**src/rtl/fp16_addsub_seq.sv**
```systemverilog
// fp16_addsub_seq: multi-cycle IEEE-754 binary16 add/subtract, one operation in flight.
// Alignment and normalization move one bit per cycle; the result is rounded to nearest-even.
module fp16_addsub_seq #(
  parameter int MAX_ALIGN = 13
) (
  input  logic        CLK,
  input  logic        RESET,
  input  logic        IN_VALID,
  output logic        IN_READY,
  input  logic        OP,
  input  logic [15:0] IN_A,
  input  logic [15:0] IN_B,
  output logic        OUT_VALID,
  input  logic        OUT_READY,
  output logic [15:0] Q,
  output logic [4:0]  FLAGS,
  output logic        BUSY
);
  localparam int               CNT_W   = $clog2(MAX_ALIGN + 1);
  localparam logic [6:0]       MAX_D   = 7'(MAX_ALIGN);
  localparam logic [CNT_W-1:0] MAX_CNT = CNT_W'(MAX_ALIGN);

  typedef enum logic [2:0] {
    S_IDLE, S_UNPACK, S_ALIGN, S_ADD, S_NORM, S_ROUND, S_DONE
  } state_t;

  state_t state, state_nxt;

  logic [14:0]      a_r, b_r;
  logic             sa, sb, res_sign, shift_b;
  logic [14:0]      ma, mb, rm;
  logic [5:0]       exp_r;
  logic [CNT_W-1:0] cnt;

  logic [4:0]        ea, eb, ea_eff, eb_eff;
  logic [9:0]        fa, fb;
  logic              a_nan, b_nan, a_inf, b_inf, a_zero, b_zero, special, a_big;
  logic signed [6:0] exp_diff;
  logic [6:0]        d_abs;
  logic [CNT_W-1:0]  d_cap;
  logic [15:0]       spec_q;
  logic [4:0]        spec_flags;
  logic              mag_ge, sum_sign;
  logic [14:0]       sum_m;

  // Right shift of carry|hidden|frac|G|R|S with the lost bit folded into sticky.
  function automatic logic [14:0] shr_sticky(input logic [14:0] m);
    return {1'b0, m[14:2], m[1] | m[0]};
  endfunction

  // Returns {FLAGS, Q} from sign, working exponent and normalized working significand.
  function automatic logic [20:0] round_pack(input logic s, input logic [5:0] e,
                                             input logic [14:0] m);
    logic        rnd_up, inex;
    logic [11:0] sig;
    logic [5:0]  e_out;
    logic [15:0] q;
    logic [4:0]  fl;
    inex   = |m[2:0];
    rnd_up = m[2] & (m[1] | m[0] | m[3]);
    sig    = {1'b0, m[13:3]} + {11'b0, rnd_up};
    e_out  = e;
    if (sig[11]) begin
      sig   = sig >> 1;
      e_out = e + 6'd1;
    end
    if (e_out >= 6'd31) begin
      q  = {s, 15'h7C00};
      fl = 5'b00011;
    end else begin
      q  = {s, (sig[10] ? e_out[4:0] : 5'd0), sig[9:0]};
      fl = {2'b00, ~sig[10] & inex, 1'b0, inex};
    end
    return {fl, q};
  endfunction

  assign IN_READY  = (state == S_IDLE);
  assign OUT_VALID = (state == S_DONE);
  assign BUSY      = (state != S_IDLE);

  assign ea       = a_r[14:10];
  assign eb       = b_r[14:10];
  assign fa       = a_r[9:0];
  assign fb       = b_r[9:0];
  assign a_nan    = (ea == 5'd31) && (fa != 10'd0);
  assign b_nan    = (eb == 5'd31) && (fb != 10'd0);
  assign a_inf    = (ea == 5'd31) && (fa == 10'd0);
  assign b_inf    = (eb == 5'd31) && (fb == 10'd0);
  assign a_zero   = (a_r == 15'd0);
  assign b_zero   = (b_r == 15'd0);
  assign special  = a_nan | b_nan | a_inf | b_inf | (a_zero & b_zero);
  assign ea_eff   = (ea == 5'd0) ? 5'd1 : ea;
  assign eb_eff   = (eb == 5'd0) ? 5'd1 : eb;
  assign exp_diff = $signed({2'b00, ea_eff}) - $signed({2'b00, eb_eff});
  assign a_big    = ~exp_diff[6];
  assign d_abs    = a_big ? exp_diff : -exp_diff;
  assign d_cap    = (d_abs > MAX_D) ? MAX_CNT : d_abs[CNT_W-1:0];

  always_comb begin
    spec_q     = 16'h0000;
    spec_flags = 5'b00000;
    if (a_nan || b_nan) begin
      spec_q = 16'h7E00;
    end else if (a_inf && b_inf && (sa != sb)) begin
      spec_q     = 16'h7E00;
      spec_flags = 5'b10000;
    end else if (a_inf) begin
      spec_q = {sa, 15'h7C00};
    end else if (b_inf) begin
      spec_q = {sb, 15'h7C00};
    end else begin
      spec_q = {sa & sb, 15'h0000};
    end
  end

  always_comb begin
    mag_ge   = (ma >= mb);
    sum_m    = ma + mb;
    sum_sign = sa;
    if (sa != sb) begin
      sum_m    = mag_ge ? (ma - mb) : (mb - ma);
      sum_sign = mag_ge ? sa : sb;
    end
  end

  always_comb begin
    state_nxt = state;
    case (state)
      S_IDLE:   if (IN_VALID) state_nxt = S_UNPACK;
      S_UNPACK: begin
        if (special)                    state_nxt = S_DONE;
        else if (d_cap != {CNT_W{1'b0}}) state_nxt = S_ALIGN;
        else                            state_nxt = S_ADD;
      end
      S_ALIGN:  if (cnt == CNT_W'(1)) state_nxt = S_ADD;
      S_ADD: begin
        if (sum_m == 15'd0)                                   state_nxt = S_DONE;
        else if (sum_m[14] || (!sum_m[13] && exp_r > 6'd1))  state_nxt = S_NORM;
        else                                                  state_nxt = S_ROUND;
      end
      S_NORM:   if (rm[14] || rm[12] || exp_r == 6'd2) state_nxt = S_ROUND;
      S_ROUND:  state_nxt = S_DONE;
      S_DONE:   if (OUT_READY) state_nxt = S_IDLE;
      default:  state_nxt = S_IDLE;
    endcase
  end

  always_ff @(posedge CLK) begin
    if (RESET) state <= S_IDLE;
    else       state <= state_nxt;
  end

  always_ff @(posedge CLK) begin
    case (state)
      S_IDLE: if (IN_VALID) begin
        a_r <= IN_A[14:0];
        b_r <= IN_B[14:0];
        sa  <= IN_A[15];
        sb  <= IN_B[15] ^ OP;
      end
      S_UNPACK: begin
        ma      <= {1'b0, ea != 5'd0, fa, 3'b000};
        mb      <= {1'b0, eb != 5'd0, fb, 3'b000};
        exp_r   <= a_big ? {1'b0, ea_eff} : {1'b0, eb_eff};
        cnt     <= d_cap;
        shift_b <= a_big;
      end
      S_ALIGN: begin
        if (shift_b) mb <= shr_sticky(mb);
        else         ma <= shr_sticky(ma);
        cnt <= cnt - CNT_W'(1);
      end
      S_ADD: begin
        rm       <= sum_m;
        res_sign <= sum_sign;
      end
      S_NORM: begin
        if (rm[14]) begin
          rm    <= shr_sticky(rm);
          exp_r <= exp_r + 6'd1;
        end else begin
          rm    <= {rm[13:0], 1'b0};
          exp_r <= exp_r - 6'd1;
        end
      end
      default: ;
    endcase
  end

  // Result registers hold across IDLE and are cleared only by reset.
  always_ff @(posedge CLK) begin
    if (RESET) begin
      Q     <= 16'h0000;
      FLAGS <= 5'b00000;
    end else begin
      case (state)
        S_UNPACK: if (special) begin
          Q     <= spec_q;
          FLAGS <= spec_flags;
        end
        S_ADD: if (sum_m == 15'd0) begin
          Q     <= 16'h0000;
          FLAGS <= 5'b00000;
        end
        S_ROUND: {FLAGS, Q} <= round_pack(res_sign, exp_r, rm);
        default: ;
      endcase
    end
  end

endmodule

```
**config.mk**
```make
export PLATFORM = sky130hd
export DESIGN_NAME = fp16_addsub_seq
export DESIGN_NICKNAME = d
export VERILOG_FILES = /design/src/rtl/fp16_addsub_seq.sv
export SDC_FILE = /design/constraint.sdc
export NUM_CORES = 1
export LEC_CHECK = 0
export CAP_MARGIN = 10
export CELL_PAD_IN_SITES_DETAIL_PLACEMENT = 0
export CELL_PAD_IN_SITES_GLOBAL_PLACEMENT = 1
export CORE_MARGIN = 4
export CORE_UTILIZATION = 45
export DETAILED_ROUTE_END_ITERATION = 8
export PLACE_DENSITY = 0.79
export RECOVER_POWER = 50
export SETUP_SLACK_MARGIN = 0.02
export SYNTH_ARGS = -nofsm -noshare
export SYNTH_HDL_FRONTEND = slang
export SYNTH_SLANG_ARGS = --single-unit
export TNS_END_PERCENT = 10
```
**constraint.sdc**
```tcl
create_clock -name CLK -period 5.79 [get_ports CLK]
set_input_delay 0.579 -clock CLK [delete_from_list [all_inputs] [get_ports CLK]]
set_output_delay 0.579 -clock CLK [all_outputs]
set_load 0.01 [all_outputs]
```
==> impl_metrics.yaml <==
outcome:
  outcome: "finished, violations left"
  violations: "max-capacitance violations, max-slew violations"
routing:
  vias_per_cell: 5.639
  drtIter0Drc: 467
  drtPass1Iterations: 5
  wl_per_cell_um: 16.79
  antenna_left: 0
  drc: 0
  drt-total-wl_um: 19080
  vias: 6406
global_routing:
  grt_overflow: 0
  busiest_layer: "met1"
  gr-usage-met1_pct: 29.40
  grt_pass1_vias: 5944
  grtUsageMet3_pct: 3.448
  met2_usage_pct: 29.13
  grt_pass1_wl_um: 31320
  grt_util_all_layers_pct: 19.57
  grt_max_degree: 56
  antenna_found_initial: 0
clock_network:
  cts_hold_repair.buffers: 0
  cts_buffer_depth: 2
  clk_latency_ns: 0.37
  clk_pin_slew_ns: 0.08
  post_cts_resize_count: 0
  cts_tree: "yes"
  cts_setup_buffers: 0
  htree_levels: 3
  cts_root_buf: "clkbuf_16"
  cts-buffers-inserted: 9
  clock_sinks: 110
final_layout:
  nets: 1003
  fin_cells: 1136
  diodes: 0
  area_growth_pct: 11.91
  fillers: 1643
  drive_above_1_share_pct: 4.830
sta:
  rsz0062_at_grt: "no"
  worst_slew_pin_slew_ns: 2.108
  max_freq_ghz: 0.2381
  whs_ns: 0.4664
  relSlewSlack_pct: -40.54
  fin_crit_ns: 4.199
  setup-violations-final: 0
  skew_ns: 0.01411
  finalHoldViolCount: 0
  period_share_pct: 72.53
  drv_slew: 56
  tns_ns: 0
synth:
  synth_area_per_cell_um2: 8.986
  synthTopCellsByArea: "edfxtp_1, ha_1, dfxtp_1"
  ys.flop_type: "edfxtp_1"
  ys_seq_area_share_pct: 38.86
  syn_nets: 977
  syn_inst: 880
  async_reset_ff_share_pct: 0
  ys.warnings.count: 0
  synth_area_leader_cell: "edfxtp_1"
  synth_seq_cells: 110
  synth_area_um2: 7908
  synth_edf_count: 87
  synth_top_area_share_pct: 33.04
  yosys.cell_types.count: 76
critical_path:
  cp.arrival_ns: 4.50
  cp_max_fo: 14
  crit_start: "ma[6]"
  required_ns: 6.09
  worstSetupPathType: "reg2reg"
  reg2reg_from: "ma[6]"
  critPathCaptureType: "register"
  start_kind: "register"
hold_path:
  hp-class: "reg2reg"
  hold_path.startpoint: "FLAGS[0]"
placed_design:
  dp.cells: 1120
  portBuffers: 59
  globalplace.congestion: 0.8873
  hpwl_um: 14450
floorplan:
  core-area_um2: 17240
  die_area_um2: 19760
  fp.dieH_um: 140.6
  start_util_pct: 45.88
  ioPinCount: 61
  rows: 48
  die_x_um: 140.6
pwr:
  max-vdd-ir-drop_mv: 0.3022
  leakagePower_nw: 3.526
  total_power_mw: 5.655
  power_density_nw_per_um2: 639.0
flow_run:
  max_cap_viol_count: 1
==> critical path, stage by stage (launching register included) <==
cell,delay [ns]
edfxtp_1,0.39
inv_1,0.07
ha_1,0.48
a21oi_2,0.29
nand2_1,0.09
a2bb2oi_2,0.18
a211oi_2,0.76
a21oi_1,0.08
a2111o_1,0.46
a2111oi_4,0.31
nand4_2,0.19
o21ai_2,0.60
mux2i_1,0.24
==> per-layer routing <==
| layer | share of wire [%] | up-vias |
|---|---|---|
| met5 | 0 | - |
| met4 | 1.2 | 0 |
| met3 | 4.2 | 15 |
| met2 | 44 | 147 |
| met1 | 51 | 3013 |
| li1 | - | 3231 |
==> sequential cells by signal, summed over array words and instances, names as in the netlist <==
register  cells
FLAGS         4
rm           15
Q            16
sa            1
mb           14
cnt           4
sb            1
shift_b       1
ma           14
b_r          15
res_sign      1
exp_r         6
state         3
a_r          15
==> area by class of cell <==
type                            instances  area (um2)  area share (%)
Multi-Input combinational cell        651        4323           48.85
Sequential cell                       110        3073           34.72
Timing Repair Buffer                   64       620.6           7.013
Tap cell                              225       281.5           3.181
Clock buffer                           13       265.3           2.997
Inverter                               70       262.8           2.969
Clock inverter                          3       23.77          0.2686
==> placed cells by master, fill, tap and decap left out, types with 8 or more instances in the layout <==
cell type      count
o21ai_0           73
clkbuf_16         10
nor4_1             8
dlygate4sd3_1     52
o21bai_1           8
a21oi_1           57
nor2b_1           13
nor3_1            20
dfxtp_1           23
o32ai_1           12
xor2_1            14
ha_1              56
or3_1              9
nand2b_1          25
nand4_1            9
o21a_1             9
nand2_1           83
nand3_1           28
and3_1            10
nor2_1            66
inv_1             69
edfxtp_1          87
xnor2_1           16
mux2i_1           19
==> where the power goes <==
part | leakage, nW | internal, mW | switching [mW]
registers | 0.998 | 1.31 | 0.262
clock network | 0.144 | 0.328 | 0.304
logic | 2.38 | 1.25 | 2.20
total | 3.53 | 2.88 | 2.77
==> worst paths after layout <==
kind | slack (ns) | cells past startpoint | end
worst max-delay path | 1.59 | 12 | FLAGS[4]
worst min-delay path | 0.47 | 2 | FLAGS[0]
worst max register to register | 1.59 | 12 | FLAGS[4]
worst min register to register | 0.47 | 2 | FLAGS[0]
==> Yosys cell counts, types with 4 or more instances <==
| library cell | n |
|---|---|
| xnor2_1 | 16 |
| buf_4 | 6 |
| edfxtp_1 | 87 |
| ha_1 | 56 |
| nor2b_1 | 13 |
| o21a_1 | 9 |
| and3_1 | 10 |
| nand4_1 | 9 |
| o311ai_0 | 4 |
| a211o_1 | 4 |
| a211oi_1 | 7 |
| o211ai_1 | 4 |
| nor2_1 | 66 |
| nor3_1 | 20 |
| a21oi_2 | 5 |
| xor2_1 | 14 |
| o21bai_1 | 8 |
| mux2i_1 | 19 |
| inv_1 | 69 |
| or4_1 | 5 |
| or3_1 | 9 |
| o21ai_0 | 74 |
| dfxtp_1 | 23 |
| nand2b_1 | 25 |
| o31ai_1 | 6 |
| nand3_1 | 28 |
| o32ai_1 | 12 |
| fa_1 | 4 |
| nor4_1 | 8 |
| a21o_1 | 6 |
| clkbuf_1 | 33 |
| and2_1 | 5 |
| a31oi_1 | 4 |
| nand2_1 | 83 |
| buf_6 | 6 |
| a21oi_1 | 57 |
| o22ai_1 | 5 |
==> cells by family (layout without fill, tap and decap cells) <==
logic type | count (synthesis) | in the layout | synth area share (%)
other | 1 | 1 | 0.04742
flip-flops | 110 | 110 | 38.86
multiplexers | 21 | 21 | 2.690
AND/OR/NAND/NOR | 295 | 295 | 18.23
buffers and inverters | 119 | 150 | 6.519
XOR/XNOR | 30 | 30 | 3.323
AO/OA/AOI/OAI | 244 | 244 | 20.46
adder cells (fa/ha/maj) | 60 | 60 | 9.873
==> through the flow <==
| stage | utilization (%) | area (um2) | setup WS, ns |
|---|---|---|---|
| 6_report | 51.34 | 8850 | 1.591 |
| 4_1_cts | 51.39 | 8857 | 1.605 |
| 5_1_grt | 51.34 | 8850 | 1.301 |
| 3_5_place_dp | 49.71 | 8568 | 1.630 |
| 3_3_place_gp | 49.71 | 8568 | 1.760 |
| 2_1_floorplan | - | 7908 | 2.589 |
(Power assumes the default switching activity.)
==> variant, RTL diff (same settings) <==
Set the parameter `MAX_ALIGN` to 14 (it was 13).
--- a/src/rtl/fp16_addsub_seq.sv
+++ b/src/rtl/fp16_addsub_seq.sv
@@ -1,7 +1,7 @@
 // fp16_addsub_seq: multi-cycle IEEE-754 binary16 add/subtract, one operation in flight.
 // Alignment and normalization move one bit per cycle; the result is rounded to nearest-even.
 module fp16_addsub_seq #(
-  parameter int MAX_ALIGN = 13
+  parameter int MAX_ALIGN = 14
 ) (
   input  logic        CLK,
   input  logic        RESET,
Check against the original RTL: no difference found for any inputs over 4 cycles, from zero or initial values and one cycle with RESET high; that may be too few to reach the edited logic, so the function may still have changed.
==> variant against the original RTL <==
The flow still finishes with violations (capacitance limit, slew limit); total power fell by 7.5%; final cell count up 0.70%; wire length rose by 5.8%; sequential cell count unchanged; area after synthesis increased by 0.51%; worst hold slack worse by 0.0032 ns; setup slack worse by 0.55 ns; cell area increased by 1.2%; critical endpoint is now FLAGS[1]$_SDFFE_PP0P_.
==> variant: results <==
[global_routing]
grt_pass1_vias = 6245
grt_use_total = 0.205

[cells_and_area]
fin_util = 0.518
clk_share = 0.0344
layout.nets = 1010
n_all_buffers = 62
multi_input_comb_area_sq_mm = 0.00444
multi_input_cells = 666

[timing]
layout_setup_ws_ns = 1.04
drv_slew = 87
finalClockSkew_ns = 0.00914

[run_status]
status = "complete, but fails checks"
violations = "capacitance limit, slew limit"

[power_and_ir_drop]
peakVddDrop_uv = 271
p_leak_nw = 3.56

[logic_synthesis]
syn_avg_cell_area_sq_um = 8.94
ys_seq_area_frac = 0.387
synth_nets = 985
ys_top_cells_by_area = "edfxtp_1 33%, ha_1 8.7%, dfxtp_1 5.8%"

[drt]
wl_per_cell_um = 17.6
via_count = 6652
drt-total-wl_mm = 20.2

[placement]
placed_area_sq_mm = 0.00865
dp_hpwl_mm = 15.2
place_ws_ns = 1.26

[setup_path]
crit_path_max_fanout = 16
crit_path_end = "FLAGS[1]$_SDFFE_PP0P_"
worstPathArrival_ns = 5.07
startpoint = "ma[8]$_DFFE_PP_"

[run]
cap_violations = 2
[variant: kinds of logic after synthesis]
kind of cell / synth area share
other cells: 0.000472
simple gates: 0.190
compound gates: 0.217
xor+xnor: 0.0364
mux: 0.0179
flops: 0.387
buf+inv: 0.0548
fa+ha+maj: 0.0967
[variant: worst min path at each step]
| stage | slack [ns] | endpoint | cells after the start |
|---|---|---|---|
| CTS | 0.47 | Q[14]$_SDFFE_PP0P_ | 2 |
| detailed placement | 0.45 | Q[1]$_SDFFE_PP0P_ | 1 |
| global placement | 0.45 | Q[2]$_SDFFE_PP0P_ | 1 |
| floorplan | 0.49 | Q[4]$_SDFFE_PP0P_ | 1 |
| global route | 0.49 | Q[3]$_SDFFE_PP0P_ | 1 |
| finish | 0.46 | Q[2]$_SDFFE_PP0P_ | 1 |
[variant: power by group]
part           internal (W)  switching [W]
Clock              0.000339       0.000315
Sequential          0.00125       0.000235
Combinational       0.00113        0.00197
[variant: critical path, cell delays in order, from the launching register on]
cell	delay, ns
edfxtp_1	0.38
inv_1	0.07
ha_1	0.61
a211o_1	0.20
a21oi_1	0.13
o211ai_1	0.98
nor2_1	0.30
a2111oi_0	0.38
o21ai_0	0.23
xnor2_1	0.34
nor4_4	0.13
nor3_2	0.70
a22o_1	0.25
[variant: per-layer routing]
layer  part of all wire  routed length, um  global-route usage  vias to the layer above
li1                   -                  -                   -                     3326
met1               0.49               9850               0.306                     3108
met2               0.44               8910               0.313                      190
met3              0.054               1090              0.0275                       28
met4              0.017                333              0.0520                        0
met5                  0                  0                   0                        -
